--- src/rtl/fsqrt_arbiter_pkg.sv ---
// Shared types for the fsqrt arbiter: IEEE single word, pipeline entry
// and tag-width helper.
package fsqrt_arb_pkg;
  typedef logic [31:0] float32_t;

  // Widest tag for up to 8 requesters; narrower configs zero-extend.
  localparam int MAX_TAG_W = 3;
  localparam float32_t QNAN = 32'h7FC0_0000;

  function automatic int tag_w(int n);
    return (n <= 2) ? 1 : $clog2(n);
  endfunction

  typedef struct packed {
    logic                 valid;
    logic [MAX_TAG_W-1:0] tag;
    float32_t             y;
    logic                 exception;
  } pipe_t;
endpackage

--- src/rtl/fsqrt_arbiter_if.sv ---
// Requester-side bus of the fsqrt arbiter.
//   req_valid/req_x/req_ready   : operand handshake per requester
//   resp_valid/resp_y/resp_exception/resp_ready : result handshake
// master = requesters, slave = arbiter.
interface fsqrt_arbiter_if #(parameter int NREQ = 4);
  import fsqrt_arb_pkg::*;
  logic     [NREQ-1:0] req_valid;
  float32_t [NREQ-1:0] req_x;
  logic     [NREQ-1:0] req_ready;
  logic     [NREQ-1:0] resp_valid;
  float32_t [NREQ-1:0] resp_y;
  logic     [NREQ-1:0] resp_exception;
  logic     [NREQ-1:0] resp_ready;

  modport master (output req_valid, req_x, resp_ready,
                  input  req_ready, resp_valid, resp_y, resp_exception);
  modport slave  (input  req_valid, req_x, resp_ready,
                  output req_ready, resp_valid, resp_y, resp_exception);
endinterface

--- src/rtl/fsqrt.sv ---
// Combinational single-precision square root.
//   x         : operand
//   y         : sqrt(x), mantissa truncated
//   exception : negative (incl. -0) or NaN operand
// Denormal inputs flush to +0; +inf passes through.
module fsqrt
  import fsqrt_arb_pkg::*;
(
  input  float32_t x,
  output float32_t y,
  output logic     exception
);
  logic [47:0] rad;
  logic [27:0] rem, trial;
  logic [23:0] root;
  logic [7:0]  res_exp;

  always_comb begin
    // Odd unbiased exponent (even biased) folds a factor 2 into the radicand.
    rad   = x[23] ? {1'b0, 1'b1, x[22:0], 23'b0} : {1'b1, x[22:0], 24'b0};
    rem   = '0;
    root  = '0;
    trial = '0;
    for (int i = 23; i >= 0; i--) begin
      rem   = {rem[25:0], rad[2*i+1 -: 2]};
      trial = {2'b00, root, 2'b01};
      if (rem >= trial) begin
        rem  = rem - trial;
        root = {root[22:0], 1'b1};
      end else begin
        root = {root[22:0], 1'b0};
      end
    end
    // floor((E + 127) / 2) without a dropped LSB
    res_exp   = {1'b0, x[30:24]} + 8'd63 + {7'b0, x[23]};
    exception = 1'b0;
    y         = '0;
    if (x[30:23] == 8'hFF && x[22:0] != '0) begin
      exception = 1'b1;
      y         = QNAN;
    end else if (x[31]) begin
      exception = 1'b1;
      y         = QNAN;
    end else if (x[30:23] == 8'hFF) begin
      y = 32'h7F80_0000;
    end else if (x[30:23] == 8'h00) begin
      y = '0;
    end else if (root[23]) begin
      // root MSB is the hidden bit; always set for a normal input
      y = {1'b0, res_exp, root[22:0]};
    end
  end
endmodule

--- src/rtl/fsqrt_arbiter_rr_arbiter.sv ---
// Round-robin pick: first eligible index at or after rr_ptr, wrapping.
//   eligible : request mask
//   rr_ptr   : highest-priority index this cycle
//   grant    : one-hot winner (zero if none)
//   winner   : binary winner index
module rr_arbiter
  import fsqrt_arb_pkg::*;
#(
  parameter int NREQ  = 4,
  parameter int TAG_W = tag_w(NREQ)
) (
  input  logic [NREQ-1:0]  eligible,
  input  logic [TAG_W-1:0] rr_ptr,
  output logic [NREQ-1:0]  grant,
  output logic [TAG_W-1:0] winner
);
  int   idx;
  logic found;

  always_comb begin
    grant  = '0;
    winner = '0;
    found  = 1'b0;
    idx    = 0;
    for (int off = 0; off < NREQ; off++) begin
      idx = int'(rr_ptr) + off;
      if (idx >= NREQ) idx = idx - NREQ;
      if (!found && eligible[idx]) begin
        found      = 1'b1;
        grant[idx] = 1'b1;
        winner     = TAG_W'(idx);
      end
    end
  end
endmodule

--- src/rtl/fsqrt_arbiter.sv ---
// Shares one fsqrt among NREQ requesters. Round-robin grant, LATENCY-deep
// non-stalling pipeline, one result buffer per requester.
//   clk, rstn : clock, async active-low reset
//   bus       : fsqrt_arbiter_if.slave (request/response handshakes)
module fsqrt_arbiter
  import fsqrt_arb_pkg::*;
#(
  parameter int NREQ    = 4,
  parameter int LATENCY = 2
) (
  input logic             clk,
  input logic             rstn,
  fsqrt_arbiter_if.slave  bus
);
  localparam int TAG_W = tag_w(NREQ);

  logic     [NREQ-1:0]  busy, eligible, grant, resp_hs;
  logic     [NREQ-1:0]  resp_valid, resp_exception;
  float32_t [NREQ-1:0]  resp_y;
  logic     [TAG_W-1:0] rr_ptr, winner;
  logic                 accept;

  logic                 s1_valid;
  logic [MAX_TAG_W-1:0] s1_tag;
  float32_t             s1_x, fs_y;
  logic                 fs_exc;
  pipe_t                s1_res, fin;

  // busy blocks reissue until the result is consumed, so a buffer is
  // always free when its tag reaches the end of the pipe.
  assign eligible = bus.req_valid & ~busy;
  assign accept   = |grant;
  assign resp_hs  = resp_valid & bus.resp_ready;

  rr_arbiter #(.NREQ(NREQ), .TAG_W(TAG_W)) u_rr (
    .eligible (eligible),
    .rr_ptr   (rr_ptr),
    .grant    (grant),
    .winner   (winner)
  );

  always_ff @(posedge clk or negedge rstn) begin
    if (!rstn) begin
      rr_ptr   <= '0;
      busy     <= '0;
      s1_valid <= 1'b0;
      s1_tag   <= '0;
      s1_x     <= '0;
    end else begin
      if (accept) rr_ptr <= (winner == TAG_W'(NREQ-1)) ? '0 : winner + 1'b1;
      busy     <= (busy | grant) & ~resp_hs;
      s1_valid <= accept;
      s1_tag   <= MAX_TAG_W'(winner);
      s1_x     <= bus.req_x[winner];
    end
  end

  fsqrt u_fsqrt (.x(s1_x), .y(fs_y), .exception(fs_exc));

  assign s1_res = '{valid: s1_valid, tag: s1_tag, y: fs_y, exception: fs_exc};

  if (LATENCY == 1) begin : g_lat1
    assign fin = s1_res;
  end else begin : g_pipe
    pipe_t stg [2:LATENCY];
    always_ff @(posedge clk or negedge rstn) begin
      if (!rstn) begin
        for (int k = 2; k <= LATENCY; k++) stg[k] <= '0;
      end else begin
        stg[2] <= s1_res;
        for (int k = 3; k <= LATENCY; k++) stg[k] <= stg[k-1];
      end
    end
    assign fin = stg[LATENCY];
  end

  always_ff @(posedge clk or negedge rstn) begin
    if (!rstn) begin
      resp_valid     <= '0;
      resp_y         <= '0;
      resp_exception <= '0;
    end else begin
      for (int i = 0; i < NREQ; i++) begin
        if (fin.valid && fin.tag == MAX_TAG_W'(i)) begin
          resp_valid[i]     <= 1'b1;
          resp_y[i]         <= fin.y;
          resp_exception[i] <= fin.exception;
        end else if (resp_hs[i]) begin
          resp_valid[i] <= 1'b0;
        end
      end
    end
  end

  assign bus.req_ready      = grant;
  assign bus.resp_valid     = resp_valid;
  assign bus.resp_y         = resp_y;
  assign bus.resp_exception = resp_exception;
endmodule

--- src/flat_wrapper.sv ---
// flat-port wrapper written by rule: the top's interface ports become plain ports
module fsqrt_arbiter_flat import fsqrt_arb_pkg::*;
#(
  parameter int NREQ    = 4,
  parameter int LATENCY = 2
)
  (clk, rstn, bus_req_valid, bus_req_x, bus_resp_ready, bus_req_ready, bus_resp_valid, bus_resp_y, bus_resp_exception);
  fsqrt_arbiter_if #(.NREQ(NREQ)) bus_i ();
  input logic clk;
  input logic rstn;
  input wire logic [$bits(bus_i.req_valid)-1:0] bus_req_valid;
  input wire logic [$bits(bus_i.req_x)-1:0] bus_req_x;
  input wire logic [$bits(bus_i.resp_ready)-1:0] bus_resp_ready;
  output wire logic [$bits(bus_i.req_ready)-1:0] bus_req_ready;
  output wire logic [$bits(bus_i.resp_valid)-1:0] bus_resp_valid;
  output wire logic [$bits(bus_i.resp_y)-1:0] bus_resp_y;
  output wire logic [$bits(bus_i.resp_exception)-1:0] bus_resp_exception;
  assign bus_i.req_valid = bus_req_valid;
  assign bus_i.req_x = bus_req_x;
  assign bus_i.resp_ready = bus_resp_ready;
  assign bus_req_ready = bus_i.req_ready;
  assign bus_resp_valid = bus_i.resp_valid;
  assign bus_resp_y = bus_i.resp_y;
  assign bus_resp_exception = bus_i.resp_exception;
  fsqrt_arbiter #(.NREQ(NREQ), .LATENCY(LATENCY)) u_core (.clk(clk), .rstn(rstn), .bus(bus_i));
endmodule
--- config.mk ---
export PLATFORM = sky130hd
export DESIGN_NAME = fsqrt_arbiter_flat
export DESIGN_NICKNAME = d
export VERILOG_FILES = /design/src/rtl/fsqrt_arbiter_pkg.sv /design/src/rtl/fsqrt_arbiter_if.sv /design/src/rtl/fsqrt.sv /design/src/rtl/fsqrt_arbiter_rr_arbiter.sv /design/src/rtl/fsqrt_arbiter.sv /design/src/flat_wrapper.sv
export SDC_FILE = /design/constraint.sdc
export NUM_CORES = 1
export LEC_CHECK = 0
export CORE_UTILIZATION = 55
export DETAILED_ROUTE_END_ITERATION = 8
export PLACE_DENSITY = 0.79
export SKIP_CTS_REPAIR_TIMING = 1
export SLEW_MARGIN = 20
export SYNTH_ARGS = -nofsm -noshare
export SYNTH_HDL_FRONTEND = slang
export SYNTH_SLANG_ARGS = --single-unit
--- constraint.sdc ---
create_clock -name clk -period 84.3 [get_ports clk]
set_clock_uncertainty 0.2 [all_clocks]
set_input_delay 16.86 -clock clk [delete_from_list [all_inputs] [get_ports clk]]
set_output_delay 16.86 -clock clk [all_outputs]
set_load 0.01 [all_outputs]
==> out/metrics.csv <==
stage,metric,value,unit
outcome,outcome,completed,
synth,synth_ff_type,dfrtp_1,
sta,clock.fmax,12.9,MHz
routing,routed_wirelength,105,mm
placed_design,post-place-cells,5027,
clock_network,htreeDepth,1,
routing,firstDrtPassIters,6,
worst_hold_path,hold_end,u_core.fin[33],
floorplan,ios,278,
sta,min_period_over_period,91.9,%
clock_network,cts_sinks,208,
sta,timing.setup.tns,0,ns
layout,layout-drive-gt1-share,11.6,%
worst_hold_path,whs_path_depth,0,
synth,syn_inst,4037,
routing,avgViaCountPerCell,6.50,
synth,async_flop_share,100,%
worst_setup_path,reg2regPathDepth,398,
synth,syn_avg_cell_area,8.02,µm²
placed_design,port_buffers,273,
sta,worst_pin_slew,1.05,ns
global_route,grt_pass1_vias,31200,
worst_setup_path,slowest_stage,or4_1,
synth,mappedNetlistArea,0.0324,mm²
global_route,grt_remaining_overflow,0,
global_route,use_met3,3.19,%
worst_hold_path,worstHoldStart,u_core.s1_tag[0],
worst_setup_path,rrSetupSlack,6.86,ns
floorplan,design.die.area,0.0598,mm²
floorplan,core,0.0579,mm²
global_route,grtUsageMet2,57.2,%
global_route,grt_max_degree,130,
synth,synth_seq_cells,208,
placed_design,gp_congestion,1.00,
worst_setup_path,crit_arrival,77.62,ns
sta,relSlewSlack,29.8,%
clock_network,clk_path_buf_depth,3,
routing,drcViolationCount,0,
global_route,grt_util_all_layers,33.8,%
worst_hold_path,min_path_type,register to register,
floorplan,die_w,245,µm
worst_setup_path,r2r-end,u_core.fin[1],
routing,drt_iter0_markers,3146,
layout,num_antenna_cells,0,
job,cap_violations,0,
floorplan,die_h,245,µm
floorplan,start_util,55.9,%
synth,synth_warnings,0,
layout,final_nets,4757,
worst_setup_path,end_kind,register,
layout,syn2layout_area_growth,14.6,%
clock_network,cts.clk_slew.worst_paths,0.06,ns
synth,synth_common_cells,"a21oi_1, nor2_1, ha_1, nand2_1, xnor2_1",
clock_network,cts_tree,yes,
sta,final-max-slew-violation-count,0,
global_route,grt_pass1_wl,167,mm
synth,synth_largest_area_cell,dfrtp_1,
layout,layoutNonFillerInstCount,5089,
synth,synth_cell_types,146,
worst_setup_path,path_class,register to register,
synth,yosysTopAreaCellShare,16.1,%
global_route,antenna_found_initial,0,
worst_setup_path,reg2reg_from,u_core.s1_x[23],
sta,layout_setup_ws,6.86,ns
placed_design,hpwl,83.4,mm
synth,synth_edf_count,0,
synth,yosysMostFrequentCell,a21oi_1,
layout,nFillCells,5022,
global_route,grt-busiest-layer,met2,
sta,post-route-min-period,77.44,ns
placed_design,dpl_worst_slack,2.35,ns
routing,final_antenna_net_count,0,
worst_setup_path,critPathMaxStageDelay,0.59,ns
worst_setup_path,worstPathMaxFanout,45,
worst_setup_path,cp-start-kind,register,
clock_network,cts_root_buf,clkbuf_16,
routing,wire_per_inst,20.7,µm
worst_setup_path,crit_top_cell,a21oi_1,
sta,hold_viol_final,0,
worst_setup_path,cp.required,84.48,ns
synth,yosysSeqAreaShare,16.1,%
clock_network,clock_latency,0.52,ns
global_route,grt.met1_usage,45.1,%
clock_network,cts_buffers,21,
floorplan,rows,88,
routing,num_vias,33100,
sta,setup_viol_count_final,0,
synth,synthTopCellsByArea,"dfrtp_1, ha_1, a21oi_1, xnor2_1, mux2_2",
## worst max-delay path by stage
| stage | from | end | slack, ns | depth (start not counted) |
|---|---|---|---|---|
| finish | u_core.s1_x[23] | u_core.fin[1] | 6.86 | 398 |
| global route | u_core.s1_x[23] | u_core.fin[1] | -0.26 | 402 |
| CTS | u_core.s1_x[23] | u_core.fin[1] | 1.99 | 398 |
| detailed placement | u_core.s1_x[23] | u_core.fin[1] | 2.35 | 398 |
| global placement | u_core.s1_x[23] | u_core.fin[1] | 5.33 | 395 |
| floorplan | u_core.s1_x[23] | u_core.fin[1] | 4.60 | 433 |
## through the flow
stage	util (%)	instance area (µm²)	hold slack (ns)
finish	64.1	37100	0.147
global route	64.1	37100	0.152
CTS	63.4	36700	0.148
detailed placement	62.1	36000	0.136
floorplan	-	32500	0.131
global placement	62.1	36000	0.133
## sequential cells by signal (all words and copies together) (netlist names), named ones only
| signal | cells |
|---|---|
| u_core.bus.resp_exception | 4 |
| u_core.bus.resp_valid | 4 |
| u_core.bus.resp_y | 124 |
| u_core.busy | 4 |
| u_core.fin | 35 |
| u_core.rr_ptr | 1 |
| u_core.s1_tag | 2 |
| u_core.s1_valid | 1 |
| u_core.s1_x | 32 |
## worst max-delay path, delay by kind of cell (launching register included)
family	cells	cell delay, ns
compound gates	231	40.21
simple gates	86	18.56
fa+ha+maj	28	7.81
buf+inv	40	6.31
mux	13	3.69
flops	1	0.37
## kinds of logic after synthesis
kind of cell               after synthesis  share of synthesized area, %
AOI/OAI and AO/OA                     1333                          27.9
xor gates and xnor gates               317                          8.62
adders and majority gates              310                          12.0
buffers and inverters                  325                          4.23
DFF                                    208                          16.1
muxes                                  271                          10.4
other                                    2                        0.0232
and+or+nand+nor                       1271                          20.7
## cell usage in the layout (no fill, tap or decap), types with 35 or more instances in the layout
master             n
a21oi_1          401
nor2_1           331
ha_1             307
nand2_1          298
clkdlybuf4s50_1  272
xnor2_1          227
dfrtp_1          207
o21ai_0          197
inv_1            185
mux2_2           158
o21bai_1         122
a21o_1           101
nand3_1           95
xor2_1            89
nand4_1           67
nor3_1            66
buf_4             64
mux2i_1           57
a31oi_1           51
and2_1            49
or3_1             39
nand2b_1          38
nor2b_1           38
and3_1            35
o21a_1            35
## area by class of cell
class	instances	area (µm²)	share of cell area, %
clock buffer	28	612	1.65
sequential	208	5210	14.0
timing repair inverter	3	22.5	0.0607
inverter	201	807	2.17
clock inverter	10	114	0.307
timing repair buffer	342	3280	8.84
tap	765	957	2.58
multi-input combinational	3532	26100	70.4
## routing by layer
layer | part of all wire [%] | wire, µm | vias up
li1 | - | - | 15700
met1 | 43 | 44800 | 15800
met2 | 47 | 49400 | 1382
met3 | 6.8 | 7170 | 258
met4 | 3.5 | 3670 | 0
met5 | 0 | 0 | -
Power is not shown: default switching activity piles up to over one toggle a cycle in this logic, so the estimate is an artifact.
